File: config.mk
export PLATFORM = sky130hd
export DESIGN_NAME = jpeg_zigzag_reorder
export DESIGN_NICKNAME = d
export VERILOG_FILES = /design/src/rtl/jpeg_zz_pkg.sv /design/src/rtl/jpeg_zz_bank.sv /design/src/rtl/jpeg_zigzag_reorder.sv
export SDC_FILE = /design/constraint.sdc
export NUM_CORES = 2
export LEC_CHECK = 0
export BUFFER_PORTS_ARGS = -buffer_cell sky130_fd_sc_hd__buf_4
export CELL_PAD_IN_SITES_DETAIL_PLACEMENT = 0
export CELL_PAD_IN_SITES_GLOBAL_PLACEMENT = 1
export CORE_ASPECT_RATIO = 0.75
export CORE_UTILIZATION = 35
export DETAILED_ROUTE_END_ITERATION = 12
export PLACE_DENSITY = 0.52
export SKIP_LAST_GASP = 1
export SLEW_MARGIN = 5
export SYNTH_ARGS = -nofsm -noshare
export SYNTH_HDL_FRONTEND = slang
export SYNTH_SLANG_ARGS = --single-unit
export TNS_END_PERCENT = 30
File: constraint.sdc
create_clock -name clk -period 4.03 [get_ports clk]
set_clock_uncertainty 0.1 [all_clocks]
set_input_delay 0.806 -clock clk [delete_from_list [all_inputs] [get_ports clk]]
set_output_delay 0.806 -clock clk [all_outputs]
set_load 0.02 [all_outputs]
File: src/rtl/jpeg_zz_pkg.sv
// Shared definitions for the JPEG zigzag reorder block: bank state
// encoding, block size and the zigzag scan table (zigzag index -> raster index).
package jpeg_zz_pkg;

   localparam int BLK_SIZE = 64;

   localparam logic [5:0] LAST_IDX = 6'd63;

   typedef enum logic [1:0] {
      EMPTY    = 2'd0,
      FILLING  = 2'd1,
      FULL     = 2'd2,
      DRAINING = 2'd3
   } bank_state_t;

   // Entry k is the raster index (8*v + u) of the k-th coefficient in zigzag order.
   localparam logic [5:0] ZZ_ORDER [BLK_SIZE] = '{
      6'd0,  6'd1,  6'd8,  6'd16, 6'd9,  6'd2,  6'd3,  6'd10,
      6'd17, 6'd24, 6'd32, 6'd25, 6'd18, 6'd11, 6'd4,  6'd5,
      6'd12, 6'd19, 6'd26, 6'd33, 6'd40, 6'd48, 6'd41, 6'd34,
      6'd27, 6'd20, 6'd13, 6'd6,  6'd7,  6'd14, 6'd21, 6'd28,
      6'd35, 6'd42, 6'd49, 6'd56, 6'd57, 6'd50, 6'd43, 6'd36,
      6'd29, 6'd22, 6'd15, 6'd23, 6'd30, 6'd37, 6'd44, 6'd51,
      6'd58, 6'd59, 6'd52, 6'd45, 6'd38, 6'd31, 6'd39, 6'd46,
      6'd53, 6'd60, 6'd61, 6'd54, 6'd47, 6'd55, 6'd62, 6'd63
   };

endpackage

File: src/rtl/jpeg_zz_bank.sv
// One 64-entry coefficient bank: synchronous write, asynchronous read.
// Contents are deliberately not reset; bank state in the top level
// decides whether an entry is meaningful.
module jpeg_zz_bank
   import jpeg_zz_pkg::*;
#(
   parameter int DW = 12
) (
   input  logic                 clk,
   input  logic                 we,
   input  logic [5:0]           waddr,
   input  logic signed [DW-1:0] wdata,
   input  logic [5:0]           raddr,
   output logic signed [DW-1:0] rdata
);

   logic signed [DW-1:0] mem [BLK_SIZE];

   // Store one raster-order coefficient per accepted write.
   always_ff @(posedge clk) begin
      if (we) begin
         mem[waddr] <= wdata;
      end
   end

   assign rdata = mem[raddr];

endmodule

File: src/rtl/jpeg_zigzag_reorder.sv
// JPEG zigzag reorder: accepts 8x8 DCT blocks in raster order and re-emits
// them in zigzag order through a ping-pong pair of banks and a one-entry
// registered output stage.
// Optional feature macro: JPEG_ZZ_NZCNT_EN adds per-block nonzero counting
// and the dout_nz_cnt output port.
module jpeg_zigzag_reorder
   import jpeg_zz_pkg::*;
#(
   parameter int DW   = 12,
   parameter int NBLK = 2
) (
   input  logic                 clk,
   input  logic                 rst,
   input  logic                 din_valid,
   output logic                 din_ready,
   input  logic signed [DW-1:0] din,
   output logic                 dout_valid,
   input  logic                 dout_ready,
   output logic signed [DW-1:0] dout,
   output logic                 dout_last
`ifdef JPEG_ZZ_NZCNT_EN
   ,
   output logic [6:0]           dout_nz_cnt
`endif
);

   if (NBLK != 2) begin : g_nblk_check
      $error("jpeg_zigzag_reorder: NBLK must be 2");
   end

   bank_state_t          state     [2];
   bank_state_t          state_nxt [2];
   logic                 wr_bank;
   logic                 rd_bank;
   logic [5:0]           wr_idx;
   logic [5:0]           rd_idx;
   // All 64 reads of rd_bank have been issued; only dout_last is still pending.
   logic                 rd_all_issued;

   logic                 wr_fire;
   logic                 wr_open;
   logic                 wr_recycle;
   logic                 stage_free;
   logic                 last_xfer;
   logic                 cur_avail;
   logic                 nxt_avail;
   logic                 load;
   logic                 rd_sel;
   logic [1:0]           bank_we;
   logic [5:0]           raddr;
   logic signed [DW-1:0] bank_rdata [2];

   // Write side may proceed into an open bank, or into the bank whose final
   // output leaves on this very edge (its reads are all done), so streaming
   // input never stalls between blocks.
   assign wr_open    = (state[wr_bank] == EMPTY) || (state[wr_bank] == FILLING);
   assign last_xfer  = dout_valid && dout_ready && dout_last;
   assign wr_recycle = (wr_bank == rd_bank) && last_xfer;
   assign din_ready  = wr_open || wr_recycle;
   assign wr_fire    = din_valid && din_ready;

   // Read side: continue the current bank, or hop to the other bank on the
   // edge that transfers the last output so consecutive blocks are gap-free.
   assign stage_free = !dout_valid || dout_ready;
   assign cur_avail  = (state[rd_bank] == FULL) ||
                       ((state[rd_bank] == DRAINING) && !rd_all_issued);
   assign nxt_avail  = rd_all_issued && last_xfer && (state[~rd_bank] == FULL);
   assign load       = stage_free && (cur_avail || nxt_avail);
   assign rd_sel     = cur_avail ? rd_bank : ~rd_bank;
   assign raddr      = ZZ_ORDER[rd_idx];

   assign bank_we[0] = wr_fire && !wr_bank;
   assign bank_we[1] = wr_fire &&  wr_bank;

   for (genvar g = 0; g < 2; g++) begin : g_bank
      jpeg_zz_bank #(
         .DW (DW)
      ) u_bank (
         .clk   (clk),
         .we    (bank_we[g]),
         .waddr (wr_idx),
         .wdata (din),
         .raddr (raddr),
         .rdata (bank_rdata[g])
      );
   end

   // Next bank states; the write update is applied last so a bank that is
   // freed and refilled on the same edge ends up FILLING.
   always_comb begin
      state_nxt[0] = state[0];
      state_nxt[1] = state[1];
      if (last_xfer) begin
         state_nxt[rd_bank] = EMPTY;
      end
      if (load) begin
         state_nxt[rd_sel] = DRAINING;
      end
      if (wr_fire) begin
         state_nxt[wr_bank] = (wr_idx == LAST_IDX) ? FULL : FILLING;
      end
   end

   // Bank states and write/read pointers.
   always_ff @(posedge clk or posedge rst) begin
      if (rst) begin
         state[0]      <= EMPTY;
         state[1]      <= EMPTY;
         wr_bank       <= 1'b0;
         rd_bank       <= 1'b0;
         wr_idx        <= 6'd0;
         rd_idx        <= 6'd0;
         rd_all_issued <= 1'b0;
      end else begin
         state[0] <= state_nxt[0];
         state[1] <= state_nxt[1];
         if (wr_fire) begin
            wr_idx <= wr_idx + 6'd1;
            if (wr_idx == LAST_IDX) begin
               wr_bank <= ~wr_bank;
            end
         end
         if (last_xfer) begin
            rd_bank <= ~rd_bank;
         end
         if (load) begin
            rd_idx        <= rd_idx + 6'd1;
            rd_all_issued <= (rd_idx == LAST_IDX);
         end else if (last_xfer) begin
            rd_all_issued <= 1'b0;
         end
      end
   end

   // One-entry registered output stage; holds its contents under back-pressure.
   always_ff @(posedge clk or posedge rst) begin
      if (rst) begin
         dout_valid <= 1'b0;
         dout       <= '0;
         dout_last  <= 1'b0;
      end else if (load) begin
         dout_valid <= 1'b1;
         dout       <= bank_rdata[rd_sel];
         dout_last  <= (rd_idx == LAST_IDX);
      end else if (dout_valid && dout_ready) begin
         dout_valid <= 1'b0;
      end
   end

`ifdef JPEG_ZZ_NZCNT_EN
   logic [6:0] nz_cnt [2];
   logic [6:0] nz_base;
   logic [6:0] nz_inc;

   // The first write of a block starts from zero, which also covers a bank
   // that is cleared and refilled on the same edge.
   assign nz_base = (wr_idx == 6'd0) ? 7'd0 : nz_cnt[wr_bank];
   assign nz_inc  = {6'd0, (din != '0)};

   // Per-bank nonzero counters and the count presented with each output.
   always_ff @(posedge clk or posedge rst) begin
      if (rst) begin
         nz_cnt[0]   <= 7'd0;
         nz_cnt[1]   <= 7'd0;
         dout_nz_cnt <= 7'd0;
      end else begin
         if (last_xfer) begin
            nz_cnt[rd_bank] <= 7'd0;
         end
         if (wr_fire) begin
            nz_cnt[wr_bank] <= nz_base + nz_inc;
         end
         if (load) begin
            dout_nz_cnt <= nz_cnt[rd_sel];
         end
      end
   end
`endif

endmodule

==> summary.txt <==
Run status
  – Status: complete, but fails checks
  – Failing checks: setup timing

Synthesis
  – EDFF count, synth: 1536
  – Synthesized net count: 4776
  – Post-synth top flop: edfxtp_1
  – Multiplexer share of the synthesized area: 2.76%
  – Adder-Cell Fraction of Synth Area: 0.315%
  – Post-Syn Area: 63500 µm²
  – Async set-or-reset flop fraction in the synthesized netlist: 2.10%
  – Post-Synth XOR/XNOR Area: 0.165%
  – Largest family of logic cells by synthesized area: simple AND/OR/NAND/NOR gates
  – Syn. warnings: 0
  – Sequential area share after synthesis: 73.9%
  – Cells after Synth: 4744
  – #FFs+latches synth: 1569
  – Cell variety after synth: 82
  – Synth Area in Compound Gates: 4.32%
  – Post-synthesis simple-gate area fraction: 15.7%
  – Mean post-synth cell area: 13.4 µm²

Worst setup path
  – R2R Setup Slk: -0.02 ns
  – Crit path max fanout: 18
  – Worst-path cell chain: inv_1 -> ha_2 -> inv_1 -> mux4_2 -> o32a_1 -> a21bo_2 -> buf_4 -> nor2_8 -> buf_4 -> a32oi_1 -> nand3_2 -> o211ai_1 -> a211oi_2
  – Worst path slowest cell: o211ai_1
  – Kind of start point of the critical path: register
  – Worst EP required: 4.57 ns
  – CP max stage delay: 0.74 ns
  – CP Class: reg -> reg
  – Worst Path Arrival: 4.59 ns
  – Crit. End Element: register

Detailed routing
  – Total Wirelength: 212000 µm
  – DRC Markers: 0
  – Routed Antenna Nets: 0
  – Pre-antenna DRT Iters: 5
  – DR WL/cell: 27.5 µm
  – DR vias/cell: 5.27
  – Total number of vias: 40700
  – Detailed Route Iter0 Violations: 4128

GRT
  – Tot GR Track Use: 22.7%
  – Vias in the first global route: 39000
  – Grt ovf: 0
  – Largest net degree at the start of global routing: 94
  – Initial antenna violation count: 6
  – First-pass GRT wire length: 296000 µm

Timing
  – Relative slew slack: 26.0%
  – Setup ws final: -0.0183 ns
  – Worst slew pin tran: 1.11 ns
  – RSZ-0062 raised after global routing: true
  – Endpoints failing setup: 1
  – Fin crit period: 4.05 ns
  – Hold violation count in the final report: 0
  – Fmax: 247 MHz
  – Max Slew Vio Count: 0
  – Final Cycle Share: 100%

Place
  – Port buffer count: 30
  – Final GP Congestion: 0.864
  – DPL Wire Length: 132000 µm

Run
  – Max Cap Viol: 0

Floorplan
  – Initial Utilization: 35.2%
  – Number of cell rows: 135
  – Top Ports: 31
  – Die footprint: 183000 µm²
  – Die W: 494 µm
  – Die height: 371 µm
  – Core Footprint: 180000 µm²

Clocking
  – Clk Latency, worst-skew pair: 0.81 ns
  – Hold Buf Count CTS: 0
  – Clock buffer depth: 3
  – Clk sink count: 1569
  – Clock H-tree levels: 4
  – Worst-path clk slew: 0.06 ns
  – Root cell of the clock tree: clkbuf_16
  – CTS tree: built
  – Total CTS buffers: 163

Finish
  – Final core utilization: 42.0%
  – Area growth, synth to finish: 19.3%
  – Total Nets Final: 5208
  – Area occupied by multi-input gates: 15300 µm²
  – Share of layout cells above drive strength 1: 17.4%
  – FILL cells: 16800
  – Register area: 47000 µm²

Hold path
  – Hold Crit Class: in -> async
-- metrics by stage --
step	worst slack (ns)	TNS (ns)	hold WS (ns)	cell area (µm²)	std cells
6_report	-0.0183	-0.0183	0.106	75800	7710
2_1_floorplan	0.244	0	0.437	63500	4744
3_5_place_dp	-0.512	-2.19	0.490	69600	7366
4_1_cts	-0.0993	-0.355	0.113	74900	7667
3_3_place_gp	-0.480	-2.25	0.479	69600	7366
5_1_grt	-0.117	-0.401	0.139	75800	7710
-- Yosys cell counts (11+ instances only) --
cell type,number,area share (%)
dfrtp_1,33,1.3
nand2_1,1331,7.9
a32oi_1,22,0.30
ha_1,16,0.32
and3_1,82,0.81
nand4_1,25,0.25
nor4_1,12,0.12
a21oi_1,49,0.39
o21ai_0,13,0.10
buf_1,21,0.12
o31ai_1,13,0.15
mux2i_1,121,1.9
nand3_1,633,5.0
o211ai_1,13,0.15
buf_6,28,0.50
buf_2,148,1.2
clkbuf_1,59,0.35
mux4_2,23,0.82
nor2_1,168,0.99
edfxtp_1,1536,73
nor3_1,14,0.11
a22oi_1,11,0.13
a311oi_1,63,0.87
o22ai_1,28,0.28
a31oi_1,87,0.86
buf_4,43,0.51
-- placed cells by master, fill, tap and decap left out, types with 39 or more instances in the layout --
| master | instances |
|---|---|
| nand3_1 | 630 |
| a311oi_1 | 56 |
| clkbuf_16 | 173 |
| a31oi_1 | 83 |
| clkbuf_1 | 39 |
| edfxtp_1 | 1536 |
| buf_12 | 57 |
| nand2_1 | 1331 |
| nor2_1 | 167 |
| mux2i_1 | 120 |
| and3_1 | 82 |
| buf_4 | 483 |
| a21oi_1 | 46 |
-- registers in the layout, summed over array words and instances (netlist names) --
signal             flops
rd_all_issued          1
rd_bank                1
wr_bank                1
dout_last              1
wr_idx                 6
dout                  12
state                  4
g_bank.u_bank.mem   1536
dout_valid             1
rd_idx                 6
-- cell families after synthesis --
kind of cell / Yosys count
flip-flops: 1569
AO/OA/AOI/OAI: 370
multiplexers: 146
XOR/XNOR: 12
buffers and inverters: 317
adder cells (fa/ha/maj): 16
AND/OR/NAND/NOR: 2314
-- worst max-delay path, delay by kind of cell, from the launching register on --
| kind | cells | cell delay (ns) |
|---|---|---|
| DFF | 1 | 0.35 |
| and+or+nand+nor | 2 | 0.25 |
| adders and majority gates | 1 | 0.43 |
| buffers and inverters | 4 | 0.62 |
| muxes | 1 | 0.47 |
| AOI/OAI and AO/OA | 5 | 1.63 |
-- worst paths after layout --
| kind | from | endpoint | cells past startpoint |
|---|---|---|---|
| max | rd_idx[0] | dout[3] | 13 |
| max in group asynchronous | rst | rd_idx[4] | 2 |
| max reg2reg | rd_idx[0] | dout[3] | 13 |
| min in group clk | din_valid | wr_idx[2] | 3 |
| min | rst | dout_last | 2 |
| min reg2reg | rd_all_issued | rd_all_issued | 2 |
-- repair_timing --
item                                    4_1_cts  5_1_grt
pin swaps                                     5       29
cloned                                        0        8
setup buffers                                 1       33
endpoints found under the setup margin        9       12
gates resized for setup                      18       77
-- cell type report --
class	instances	share of cell area, %
clock inverter	88	1.08
antenna	2	0.00660
sequential	1569	61.9
timing repair buffer	571	6.99
tap	2397	3.96
clock buffer	212	5.81
multi-input combinational	2859	20.2
inverter	12	0.0594
-- metal layers --
layer	up-vias	wire (µm)	track usage, %
met5	-	0	0
li1	18400	-	-
met1	20800	99100	33.5
met3	244	13700	4.34
met2	1174	93100	34.0
met4	0	5770	6.14
Power is left out: the tool's default activity adds up to more than one toggle a clock period on the data nets, which glitch-free logic cannot reach.
